### src/rtl/subtractor_serial_if.sv
// Handshake and data bundle for subtractor_serial.
//   start     - request a subtraction (master -> slave)
//   a, b      - minuend / subtrahend (master -> slave)
//   out       - difference a - b mod 2^WIDTH (slave -> master)
//   busy      - operation in progress (slave -> master)
//   done      - one-cycle pulse, results newly valid (slave -> master)
//   borrow, zero, neg, ovf - result flags (slave -> master)
interface subtractor_serial_if #(
  parameter int unsigned WIDTH = 16
) ();
  logic             start;
  logic [WIDTH-1:0] a;
  logic [WIDTH-1:0] b;
  logic [WIDTH-1:0] out;
  logic             busy;
  logic             done;
  logic             borrow;
  logic             zero;
  logic             neg;
  logic             ovf;

  modport master (
    output start, a, b,
    input  out, busy, done, borrow, zero, neg, ovf
  );

  modport slave (
    input  start, a, b,
    output out, busy, done, borrow, zero, neg, ovf
  );
endinterface

### src/rtl/subtractor_serial.sv
// Bit-serial subtractor: computes a - b one bit per clock, LSB first.
//   clk    - clock, rising edge
//   rst    - asynchronous active-high reset
//   io_bus - subtractor_serial_if slave: start/a/b in; out/busy/done and
//            borrow/zero/neg/ovf flags out.
// Results and flags are registered and only change on entry to DONE.
module subtractor_serial #(
  parameter int unsigned WIDTH = 16
) (
  input  logic                clk,
  input  logic                rst,
  subtractor_serial_if.slave  io_bus
);

  localparam int unsigned CntW = $clog2(WIDTH + 1);

  typedef enum logic [1:0] {
    StIdle,
    StRun,
    StDone
  } state_e;

  state_e           r_state;
  state_e           w_state_next;
  logic [WIDTH-1:0] r_a;
  logic [WIDTH-1:0] r_b;
  logic [WIDTH-1:0] r_res;
  logic             r_bin;
  logic [CntW-1:0]  r_cnt;
  logic             r_a_msb;
  logic             r_b_msb;
  logic [WIDTH-1:0] r_out;
  logic             r_borrow;
  logic             r_zero;
  logic             r_neg;
  logic             r_ovf;

  logic w_accept;
  logic w_last;
  logic w_ai;
  logic w_bi;
  logic w_d;
  logic w_bout;

  assign w_ai   = r_a[0];
  assign w_bi   = r_b[0];
  assign w_d    = w_ai ^ w_bi ^ r_bin;
  assign w_bout = (~w_ai & w_bi) | (~(w_ai ^ w_bi) & r_bin);

  // All WIDTH bits have been shifted in; this RUN cycle commits the result.
  assign w_last   = (r_cnt == CntW'(WIDTH));
  assign w_accept = io_bus.start && (r_state != StRun);

  always_comb begin
    w_state_next = r_state;
    unique case (r_state)
      StIdle:  if (io_bus.start) w_state_next = StRun;
      StRun:   if (w_last) w_state_next = StDone;
      StDone:  w_state_next = io_bus.start ? StRun : StIdle;
      default: w_state_next = StIdle;
    endcase
  end

  always_ff @(posedge clk or posedge rst) begin
    if (rst) begin
      r_state <= StIdle;
    end else begin
      r_state <= w_state_next;
    end
  end

  always_ff @(posedge clk or posedge rst) begin
    if (rst) begin
      r_a      <= '0;
      r_b      <= '0;
      r_res    <= '0;
      r_bin    <= 1'b0;
      r_cnt    <= '0;
      r_a_msb  <= 1'b0;
      r_b_msb  <= 1'b0;
      r_out    <= '0;
      r_borrow <= 1'b0;
      r_zero   <= 1'b0;
      r_neg    <= 1'b0;
      r_ovf    <= 1'b0;
    end else if (w_accept) begin
      r_a     <= io_bus.a;
      r_b     <= io_bus.b;
      r_a_msb <= io_bus.a[WIDTH-1];
      r_b_msb <= io_bus.b[WIDTH-1];
      r_res   <= '0;
      r_bin   <= 1'b0;
      r_cnt   <= '0;
    end else if (r_state == StRun) begin
      if (w_last) begin
        r_out    <= r_res;
        r_borrow <= r_bin;
        r_zero   <= (r_res == '0);
        r_neg    <= r_res[WIDTH-1];
        // Operand MSBs are kept aside since the shift registers lose them.
        r_ovf    <= (r_a_msb != r_b_msb) && (r_res[WIDTH-1] != r_a_msb);
      end else begin
        r_a   <= {1'b0, r_a[WIDTH-1:1]};
        r_b   <= {1'b0, r_b[WIDTH-1:1]};
        r_res <= {w_d, r_res[WIDTH-1:1]};
        r_bin <= w_bout;
        r_cnt <= r_cnt + CntW'(1);
      end
    end
  end

  // Decoded straight from the state so reset clears them without a clock edge.
  assign io_bus.busy   = (r_state == StRun);
  assign io_bus.done   = (r_state == StDone);
  assign io_bus.out    = r_out;
  assign io_bus.borrow = r_borrow;
  assign io_bus.zero   = r_zero;
  assign io_bus.neg    = r_neg;
  assign io_bus.ovf    = r_ovf;

endmodule

### src/flat_wrapper.sv
// flat-port wrapper written by rule: the top's interface ports become plain ports
module subtractor_serial_flat 
#(
  parameter int unsigned WIDTH = 16
)
  (clk, rst, io_bus_start, io_bus_a, io_bus_b, io_bus_out, io_bus_busy, io_bus_done, io_bus_borrow, io_bus_zero, io_bus_neg, io_bus_ovf);
  subtractor_serial_if #(.WIDTH(WIDTH)) io_bus_i ();
  input  logic clk;
  input  logic rst;
  input wire logic [$bits(io_bus_i.start)-1:0] io_bus_start;
  input wire logic [$bits(io_bus_i.a)-1:0] io_bus_a;
  input wire logic [$bits(io_bus_i.b)-1:0] io_bus_b;
  output wire logic [$bits(io_bus_i.out)-1:0] io_bus_out;
  output wire logic [$bits(io_bus_i.busy)-1:0] io_bus_busy;
  output wire logic [$bits(io_bus_i.done)-1:0] io_bus_done;
  output wire logic [$bits(io_bus_i.borrow)-1:0] io_bus_borrow;
  output wire logic [$bits(io_bus_i.zero)-1:0] io_bus_zero;
  output wire logic [$bits(io_bus_i.neg)-1:0] io_bus_neg;
  output wire logic [$bits(io_bus_i.ovf)-1:0] io_bus_ovf;
  assign io_bus_i.start = io_bus_start;
  assign io_bus_i.a = io_bus_a;
  assign io_bus_i.b = io_bus_b;
  assign io_bus_out = io_bus_i.out;
  assign io_bus_busy = io_bus_i.busy;
  assign io_bus_done = io_bus_i.done;
  assign io_bus_borrow = io_bus_i.borrow;
  assign io_bus_zero = io_bus_i.zero;
  assign io_bus_neg = io_bus_i.neg;
  assign io_bus_ovf = io_bus_i.ovf;
  subtractor_serial #(.WIDTH(WIDTH)) u_core (.clk(clk), .rst(rst), .io_bus(io_bus_i));
endmodule
### config.mk
export PLATFORM = sky130hd
export DESIGN_NAME = subtractor_serial_flat
export DESIGN_NICKNAME = d
export VERILOG_FILES = /design/src/rtl/subtractor_serial_if.sv /design/src/rtl/subtractor_serial.sv /design/src/flat_wrapper.sv
export SDC_FILE = /design/constraint.sdc
export NUM_CORES = 1
export LEC_CHECK = 0
export CORE_MARGIN = 10
export CORE_UTILIZATION = 57
export DETAILED_ROUTE_END_ITERATION = 7
export PLACE_DENSITY_LB_ADDON = 0.15
export SYNTH_ARGS = -nofsm -noshare
export SYNTH_HDL_FRONTEND = slang
export SYNTH_SLANG_ARGS = --single-unit
### constraint.sdc
create_clock -name clk -period 5.9 [get_ports clk]
set_input_delay 1.18 -clock clk [delete_from_list [all_inputs] [get_ports clk]]
set_output_delay 1.18 -clock clk [all_outputs]
set_load 0.005 [all_outputs]
==> flow_summary.yaml, run 1 <==
synthesis:
  synth_top_cell_by_area: "dfrtp_1"
  synth_nets: 324
  synth_cell_types: 37
  synth.top_cell.area_share_pct: 55.24
  ys_seq_elements: 77
  ys_warn_count: 0
  synth-main-ff-cell: "dfrtp_1"
  ys_top_cells_by_area: "dfrtp_1, a221o_1, and3_1"
  synthTopCellsByCount: "dfrtp_1, a221o_1, and3_1"
  synthArstFlopShare_pct: 100.0
  netlist_instances: 286
  synth_edf_count: 0
  avgSynthCellArea_sq_um: 12.20
  synth_area_sq_mm: 0.003488
  ys_seq_area_share_pct: 55.24
  synth_most_common_cell: "dfrtp_1"
pwr:
  power.density_mw_per_mm2: 490.2
  leakagePower_nw: 1.897
  ir_drop_v: 0.0002577
finish:
  final_layout_size_suffix_gt1_share_pct: 12.57
  design_area_sq_mm: 0.004187
  register_area_sq_mm: 0.001927
  layout.cells.non_filler: 409
  fill_cells: 450
  diodes: 0
  nets: 367
  area_growth_pct: 20.01
  multiInputGateArea_sq_mm: 0.001336
die:
  dieArea_sq_mm: 0.009649
  rows: 28
  die-width_um: 98.23
  core_sq_mm: 0.005921
  chipHeight_um: 98.23
  ios: 57
  start_util_pct: 58.92
sta:
  hold_viol_final: 0
  setup_viol: 0
  relSlewSlack_pct: 22.68
  hold_ws_ps: 499.6
  fmax_mhz: 322.1
  fin_ws_ps: 2796
  fin_skew_ps: 7.332
  period_needed_ps: 3104
  rsz0062_at_grt: "false"
  period_share_pct: 52.62
  final_max_slew_viol_count: 0
  worstMarginPinSlew_ps: 1157
  fin_tns_setup_ps: 0
clocking:
  cts_hold_buffers: 0
  cts_sinks: 77
  cts_tree: "done"
  clk_pin_slew_ps: 80
  htree_num_levels: 3
  clock_latency_ps: 340
  cts_root_buffer: "clkbuf_8"
  numCtsBuffers: 9
  post_cts.repair.setup_buffers: 0
  clock_path_buffers: 2
  cts-resized-gates: 0
setup_path:
  cp-endpoint: "io_bus_busy"
  arrival_ps: 1920
  rrSetupSlack_ps: 3190
  path_cells: "nand2b_4 -> clkinv_8 -> clkdlybuf4s50_1"
  crit_path_max_incr_delay_ps: 540
  path_max_fanout: 54
  cpMaxStageDelayCell: "clkdlybuf4s50_1"
  cp-end-kind: "primary output"
  worstPathRequired_ps: 4720
  cp-start-kind: "flip-flop"
  crit_type: "flip-flop to primary output"
  r2r-end: "u_core.r_cnt[0]$_DFFE_PP0P_"
  r2r-start: "u_core.r_cnt[0]$_DFFE_PP0P_"
  setup.worst_path.start: "u_core.r_state[0]$_DFFE_PP0P_"
  worst_r2r_path_depth: 5
global_routing:
  grt_max_degree: 55
  grt_overflow: 0
  grt_usage_pct: 16.13
  grt_first_pass_wirelength_um: 13090
  antenna_found_initial: 0
  grt_pass1_vias: 2527
placement:
  postPlaceCellArea_sq_mm: 0.003980
  pre_cts_ws_ps: 2551
  place_congestion: 0.7489
  dp.cells: 393
  place_hpwl_um: 4801
  portBuffers: 56
detailed_routing:
  firstDrtPassIters: 4
  drtAntennaViolNets: 0
  routedWlPerCell_um: 19.14
  drt_iter0_drc: 202
  drc: 0
  vias_per_cell: 6.174
  dr_total_vias: 2525
  drt_wl_total_um: 7827
outcome:
  status: "finished clean"
hold_path:
  hp-class: "flip-flop to flip-flop"
job:
  max_cap_viol_count: 0
flip-flops by register name, summed over array words and instances (netlist names):
| signal | flops |
|---|---|
| u_core.io_bus.borrow | 1 |
| u_core.r_res | 16 |
| u_core.io_bus.out | 15 |
| u_core.io_bus.ovf | 1 |
| u_core.r_bin | 1 |
| u_core.r_b_msb | 1 |
| u_core.r_cnt | 5 |
| u_core.r_a_msb | 1 |
| u_core.r_state | 2 |
| u_core.io_bus.zero | 1 |
| u_core.r_b | 16 |
| u_core.r_a | 16 |
| u_core.io_bus.neg | 1 |
final cells by class:
class	count	area share (%)
Clock buffer	11	3.138
Clock inverter	5	1.793
Inverter	10	1.315
Multi-Input combinational cell	174	31.92
Sequential cell	77	46.03
Tap cell	75	2.241
Timing Repair Buffer	57	13.57
where the power goes:
part           switching (mW)  internal [mW]  total, mW
Sequential              0.148          0.737      0.885
Combinational           0.350          0.393      0.743
Clock                   0.187          0.237      0.424
metal layers:
layer	part of all wire, %	up-vias	GRT usage (%)
met1	45	1290	21.82
met5	0	-	0
li1	-	1157	-
met2	49	70	24.21
met3	6.1	8	5.708
met4	0.68	0	3.749
logic make-up after synthesis:
family	synth area share (%)
simple gates	12.91
fa+ha+maj	1.291
mux	7.604
xor+xnor	0.2511
flops	55.24
compound gates	16.10
buf+inv	6.600
critical path: cells and delay by family, from the launching register on:
| family | cells | cell delay [ps] |
|---|---|---|
| buf+inv | 2 | 820 |
| flops | 1 | 430 |
| simple gates | 1 | 310 |
layout by cell type (no fill, tap or decap), types with 2 or more instances in the layout:
| cell | count |
|---|---|
| a211oi_1 | 2 |
| a21oi_1 | 21 |
| a221o_1 | 28 |
| a22o_1 | 2 |
| and3_1 | 28 |
| bufinv_16 | 2 |
| clkbuf_1 | 2 |
| clkbuf_8 | 9 |
| clkdlybuf4s50_1 | 56 |
| clkinv_2 | 3 |
| dfrtp_1 | 77 |
| ha_1 | 2 |
| inv_1 | 7 |
| mux2_2 | 10 |
| mux2_4 | 8 |
| nand3_1 | 21 |
| nor2_1 | 2 |
| nor3_1 | 4 |
| nor4_1 | 4 |
| o21ai_0 | 26 |
| or3_1 | 2 |
per-stage QoR:
| stage | utilization (%) | power, mW |
|---|---|---|
| after floorplan | - | 1.393 |
| after global placement | 67.22 | 1.599 |
| after detailed placement | 67.22 | 1.635 |
| after CTS | 70.71 | 2.064 |
| after global routing | 70.71 | 2.187 |
| final | 70.71 | 2.052 |
how the worst min path moves through the flow:
| stage | slack (ps) | endpoint | from | depth (start not counted) |
|---|---|---|---|---|
| final | 500 | u_core.r_b[15]$_DFFE_PP0P_ | u_core.r_b[15]$_DFFE_PP0P_ | 1 |
| after detailed placement | 480 | u_core.r_b[15]$_DFFE_PP0P_ | u_core.r_b[15]$_DFFE_PP0P_ | 1 |
| after global routing | 510 | u_core.r_b[15]$_DFFE_PP0P_ | u_core.r_b[15]$_DFFE_PP0P_ | 1 |
| after floorplan | 460 | u_core.r_b[15]$_DFFE_PP0P_ | u_core.r_b[15]$_DFFE_PP0P_ | 1 |
| after CTS | 500 | u_core.r_b[15]$_DFFE_PP0P_ | u_core.r_b[15]$_DFFE_PP0P_ | 1 |
| after global placement | 480 | u_core.r_b[15]$_DFFE_PP0P_ | u_core.r_b[15]$_DFFE_PP0P_ | 1 |
Power figures use the tool's default switching activity.
==> run 2: changes to the inputs <==
--- a/config.mk
+++ b/config.mk
@@ -6,7 +6,7 @@
 export NUM_CORES = 1
 export LEC_CHECK = 0
 export CORE_MARGIN = 10
-export CORE_UTILIZATION = 57
+export CORE_UTILIZATION = 53
 export DETAILED_ROUTE_END_ITERATION = 7
 export PLACE_DENSITY_LB_ADDON = 0.15
 export SYNTH_ARGS = -nofsm -noshare
==> constraint.sdc (replaced) <==
create_clock -name clk -period 3.05 [get_ports clk]
set_input_delay 0.61 -clock clk [delete_from_list [all_inputs] [get_ports clk]]
set_output_delay 0.61 -clock clk [all_outputs]
set_load 0.005 [all_outputs]
==> run 2 against run 1 <==
Net effect:
- sequential power up 93%
- register-to-register slack worse by 2200 ps
- count of clock-buffer cells in the layout fell by 2
- critical path depth is the same
- die area increased by 6.0%
- combinational power is 95% higher
- core utilization decreased by 4.3 points
- non-clock buffer count increased by 4
- worst setup slack lost 2300 ps
- via count shrank 0.95%
- critical path type unchanged
- largest power group unchanged
==> flow_summary.yaml, run 2 (synthesis results as in run 1) <==
outcome:
  status: "finished clean"
die:
  core_sq_mm: 0.006386
  die-width_um: 101.1
  chipHeight_um: 101.1
  rows: 29
  ios: 57
  dieArea_sq_mm: 0.01023
  start_util_pct: 54.62
finish:
  final_layout_size_suffix_gt1_share_pct: 14.20
  diodes: 0
  biggestRegsByFlops: "u_core.r_a x16, u_core.r_b x16, u_core.r_res x16"
  fin_util_pct: 66.44
  nets: 371
  area_growth_pct: 21.63
  layout.cells.non_filler: 415
  fill_cells: 488
  final_common_cell: "dfrtp_1"
  final_cell_mix: "dfrtp_1, clkdlybuf4s50_1, and3_1, a221o_1, o21ai_0"
sta:
  hold_viol_final: 0
  fin_ws_ps: 537.6
  setup_viol: 0
  rsz0062_at_grt: "false"
  final_max_slew_viol_count: 0
  fin_tns_setup_ps: 0
  period_share_pct: 82.37
  fmax_mhz: 398.0
  fin_skew_ps: 8.840
  worstMarginPinSlew_ps: 693.9
  period_needed_ps: 2512
  relSlewSlack_pct: 53.68
clocking:
  cts_sinks: 77
  clock_latency_ps: 350
  cts_tree: "done"
  clk_pin_slew_ps: 80
  cts-resized-gates: 0
  clock_path_buffers: 2
  numCtsBuffers: 9
  cts_root_buffer: "clkbuf_8"
  htree_num_levels: 3
  post_cts.repair.setup_buffers: 0
  cts_hold_buffers: 0
setup_path:
  worstPathRequired_ps: 2440
  cpMaxStageDelayCell: "clkdlybuf4s50_1"
  r2r-start: "u_core.r_state[0]$_DFFE_PP0P_"
  cp-start-kind: "flip-flop"
  crit_path_max_incr_delay_ps: 530
  crit_type: "flip-flop to primary output"
  cp-end-kind: "primary output"
  setup.worst_path.start: "u_core.r_state[0]$_DFFE_PP0P_"
  arrival_ps: 1900
  worst_r2r_path_depth: 5
  path_cells: "nand2b_4 -> clkinv_8 -> clkdlybuf4s50_1"
  path_max_fanout: 54
global_routing:
  grt_overflow: 0
  grt_pass1_vias: 2533
  antenna_found_initial: 0
  grt_first_pass_wirelength_um: 12800
  grt_max_degree: 55
  grt_usage_pct: 15.50
detailed_routing:
  drt_iter0_drc: 169
  drc: 0
  routedWlPerCell_um: 18.44
  drtAntennaViolNets: 0
  dr_total_vias: 2501
  firstDrtPassIters: 4
  drt_wl_total_um: 7652
  vias_per_cell: 6.027
placement:
  dp.cells: 399
  place_congestion: 0.7883
  place_hpwl_um: 4824
  portBuffers: 56
  pre_cts_ws_ps: 745.7
pwr:
  sw_frac_of_total_pct: 34.28
  power.share.clock_pct: 20.1
  seq_power_share_pct: 43.2
  leakagePower_nw: 1.914
  ir_drop_v: 0.0004922
  power.switching_mw: 1.354
  p_int_mw: 2.595
  power.density_mw_per_mm2: 930.8
  power_frac_comb_pct: 36.7
job:
  max_cap_viol_count: 0
hold_path:
  hp-class: "flip-flop to flip-flop"
  hp-start: "u_core.r_a[15]$_DFFE_PP0P_"
  whs_path_depth: 1
## run 2: cell count changes in the layout (fill, tap and decap cells not counted), sizes merged
cell      before  now
buf            1    5
bufinv         2    1
clkbuf        11    9
clkinv         4    3
clkinvlp       0    2
inv            9   11
## run 2: metal layers
metal,track usage (%),part of all wire (%),wire [um]
met3,6.603,7.6,585
met2,22.41,47,3603
met1,20.74,44,3391
met4,4.502,0.91,70
met5,0,0,0
## run 2: path summary, 6_finish.rpt
path | slack (ps) | end
max | 540 | io_bus_busy
min in group asynchronous | 660 | u_core.io_bus.out[1]$_DFFE_PP0P_
max in group asynchronous | 1770 | u_core.r_a[5]$_DFFE_PP0P_
min reg2reg | 500 | u_core.r_a[15]$_DFFE_PP0P_
max reg2reg | 1030 | u_core.r_b[2]$_DFFE_PP0P_
min | 500 | u_core.r_a[15]$_DFFE_PP0P_
## run 2: power by group through the flow
stage | registers, mW | logic [mW] | clock network, mW
CTS | 1.71 | 1.47 | 0.823
global placement | 1.71 | 1.42 | 0
global route | 1.76 | 1.61 | 0.865
finish | 1.71 | 1.45 | 0.794
floorplan | 1.65 | 1.05 | 0
detailed placement | 1.71 | 1.47 | 0
## run 2: layout make-up
cell class | count | area [sq um] | area share, %
multi-input combinational | 174 | 1336 | 31.50
inverter | 10 | 56.30 | 1.327
timing repair buffer | 61 | 623.1 | 14.69
sequential | 77 | 1927 | 45.41
tap | 77 | 96.34 | 2.271
clock buffer | 9 | 123.9 | 2.919
clock inverter | 7 | 80.08 | 1.887
## run 2: critical path, delay by kind of cell, from the launching register on
kind	cells	cell delay, ps
buffers and inverters	2	810
DFF	1	430
and+or+nand+nor	1	300
## run 2: per-stage QoR
stage	power [mW]	hold WS, ps	area, sq um
global placement	3.131	479.5	4039
finish	3.949	503.6	4243
detailed placement	3.185	485.7	4039
floorplan	2.694	457.8	3488
CTS	3.998	506.8	4243
global route	4.240	512.0	4243
==> run 3: changes to the inputs <==
==> constraint.sdc (replaced) <==
create_clock -name clk -period 2.6 [get_ports clk]
set_input_delay 0.52 -clock clk [delete_from_list [all_inputs] [get_ports clk]]
set_output_delay 0.52 -clock clk [all_outputs]
set_load 0.005 [all_outputs]
==> run 3 against run 2 <==
Net effect:
- worst setup slack got worse by 330 ps
- sequential share of layout area is 0.17 points higher
- core utilization is 0.25 points lower
- critical path depth is the same
- register-to-register slack lost 620 ps
- first-iteration DRC count is 15% higher
- cell count is 0.24% lower
- via count shrank 0.64%
- critical endpoint unchanged
==> flow_summary.yaml, run 3 (synthesis results as in run 1) <==
detailed_routing:
  drc: 0
  drtAntennaViolNets: 0
  vias_per_cell: 6.002
  firstDrtPassIters: 4
  drt_wl_total_um: 7342
  drt_iter0_drc: 195
  routedWlPerCell_um: 17.73
  dr_total_vias: 2485
finish:
  biggestRegsByFlops: "u_core.r_a x16, u_core.r_b x16, u_core.r_res x16"
  layout.cells.non_filler: 414
  area_growth_pct: 21.16
  fin_util_pct: 66.18
  nets: 371
  final_cell_mix: "dfrtp_1, clkdlybuf4s50_1, and3_1, a221o_1, o21ai_0"
  final_layout_size_suffix_gt1_share_pct: 13.65
  diodes: 0
  final_common_cell: "dfrtp_1"
sta:
  setup_viol: 0
  rsz0062_at_grt: "false"
  relSlewSlack_pct: 35.10
  worstMarginPinSlew_ps: 953.1
  hold_viol_final: 0
  fin_ws_ps: 208.5
  fin_skew_ps: 9.244
  final_max_slew_viol_count: 0
  fin_tns_setup_ps: 0
  period_share_pct: 91.98
  fmax_mhz: 418.2
  period_needed_ps: 2391
setup_path:
  cpMaxStageDelayCell: "clkdlybuf4s50_1"
  worst_r2r_path_depth: 4
  r2r-end: "u_core.r_cnt[0]$_DFFE_PP0P_"
  path_cells: "nand2b_4 -> clkinv_8 -> clkdlybuf4s50_1"
  cp-end-kind: "primary output"
  r2r-start: "u_core.r_state[0]$_DFFE_PP0P_"
  crit_path_max_incr_delay_ps: 540
  rrSetupSlack_ps: 410
  cp-start-kind: "flip-flop"
  worstPathRequired_ps: 2080
  path_max_fanout: 54
  crit_type: "flip-flop to primary output"
  arrival_ps: 1870
die:
  die-width_um: 101.1
  rows: 29
  chipHeight_um: 101.1
  core_sq_mm: 0.006386
  ios: 57
  start_util_pct: 54.62
  dieArea_sq_mm: 0.01023
clocking:
  clk_pin_slew_ps: 70
  htree_num_levels: 3
  cts-resized-gates: 0
  clock_path_buffers: 2
  numCtsBuffers: 9
  cts_hold_buffers: 0
  cts_tree: "done"
  post_cts.repair.setup_buffers: 0
  clock_latency_ps: 340
  cts_sinks: 77
  cts_root_buffer: "clkbuf_8"
pwr:
  power.density_mw_per_mm2: 1081
  ir_drop_v: 0.0006091
  leakagePower_nw: 1.909
global_routing:
  grt_overflow: 0
  grt_max_degree: 55
  antenna_found_initial: 0
  grt_first_pass_wirelength_um: 12240
  grt_pass1_vias: 2427
  grt_usage_pct: 14.64
placement:
  dp.cells: 399
  place_congestion: 0.7757
  place_hpwl_um: 4689
  pre_cts_ws_ps: 413.7
  portBuffers: 56
job:
  max_cap_viol_count: 0
outcome:
  status: "finished clean"
hold_path:
  hp-class: "input port to async pin"
[run 3: changes by cell type in the layout (fill, tap and decap cells not counted)]
cell,before,now
buf_4,3,4
clkbuf_1,0,1
buf_12,2,1
clkinv_4,1,0
clkbuf_8,9,11
inv_6,4,1
[run 3: layout make-up]
cell class              count  area [sq um]
clock buffers              12         155.1
clock inverters             3         45.04
fillers                   511          2160
inverters                  10         56.30
multi-input cells         174          1336
flip-flops and latches     77          1927
well taps                  77         96.34
repair buffers             61         610.6
[run 3: worst max path at each step]
stage	startpoint	end	slack, ps	cells past startpoint
2_1_floorplan	rst	u_core.io_bus.borrow$_DFFE_PP0P_	110	1
3_3_place_gp	u_core.r_state[0]$_DFFE_PP0P_	u_core.r_cnt[0]$_DFFE_PP0P_	440	4
3_5_place_dp	u_core.r_state[0]$_DFFE_PP0P_	u_core.r_cnt[0]$_DFFE_PP0P_	410	4
4_1_cts	u_core.r_state[0]$_DFFE_PP0P_	io_bus_busy	180	3
5_1_grt	u_core.r_state[0]$_DFFE_PP0P_	io_bus_busy	120	3
6_report	u_core.r_state[0]$_DFFE_PP0P_	io_bus_busy	210	3
[run 3: worst max-delay path, delay by kind of cell (launching register included)]
kind	cells	cell delay, ps
buffers and inverters	2	820
and+or+nand+nor	1	290
DFF	1	420
[run 3: through the flow]
step / power [mW] / hold slack [ps] / cell area [sq um]
after floorplan: 3.160 / 457.8 / 3488
after global routing: 4.893 / 502.8 / 4227
after detailed placement: 3.696 / 479.1 / 4026
after global placement: 3.650 / 478.7 / 4026
final: 4.569 / 478.9 / 4227
after CTS: 4.612 / 474.2 / 4227
[run 3: layer usage]
metal  track usage, %  up-vias  part of all wire [%]
li1                 -     1165                     -
met1            20.60     1252                    47
met2            20.46       60                    45
met3            4.357        8                   6.3
met4            6.217        0                   1.3
met5                0        -                     0
[run 3: power by group]
group          total [mW]  internal, mW  leakage [nW]  switching [mW]
Combinational        1.67         0.902         0.805           0.767
Clock               0.899         0.491        0.0947           0.408
Sequential           2.00          1.67          1.01           0.329
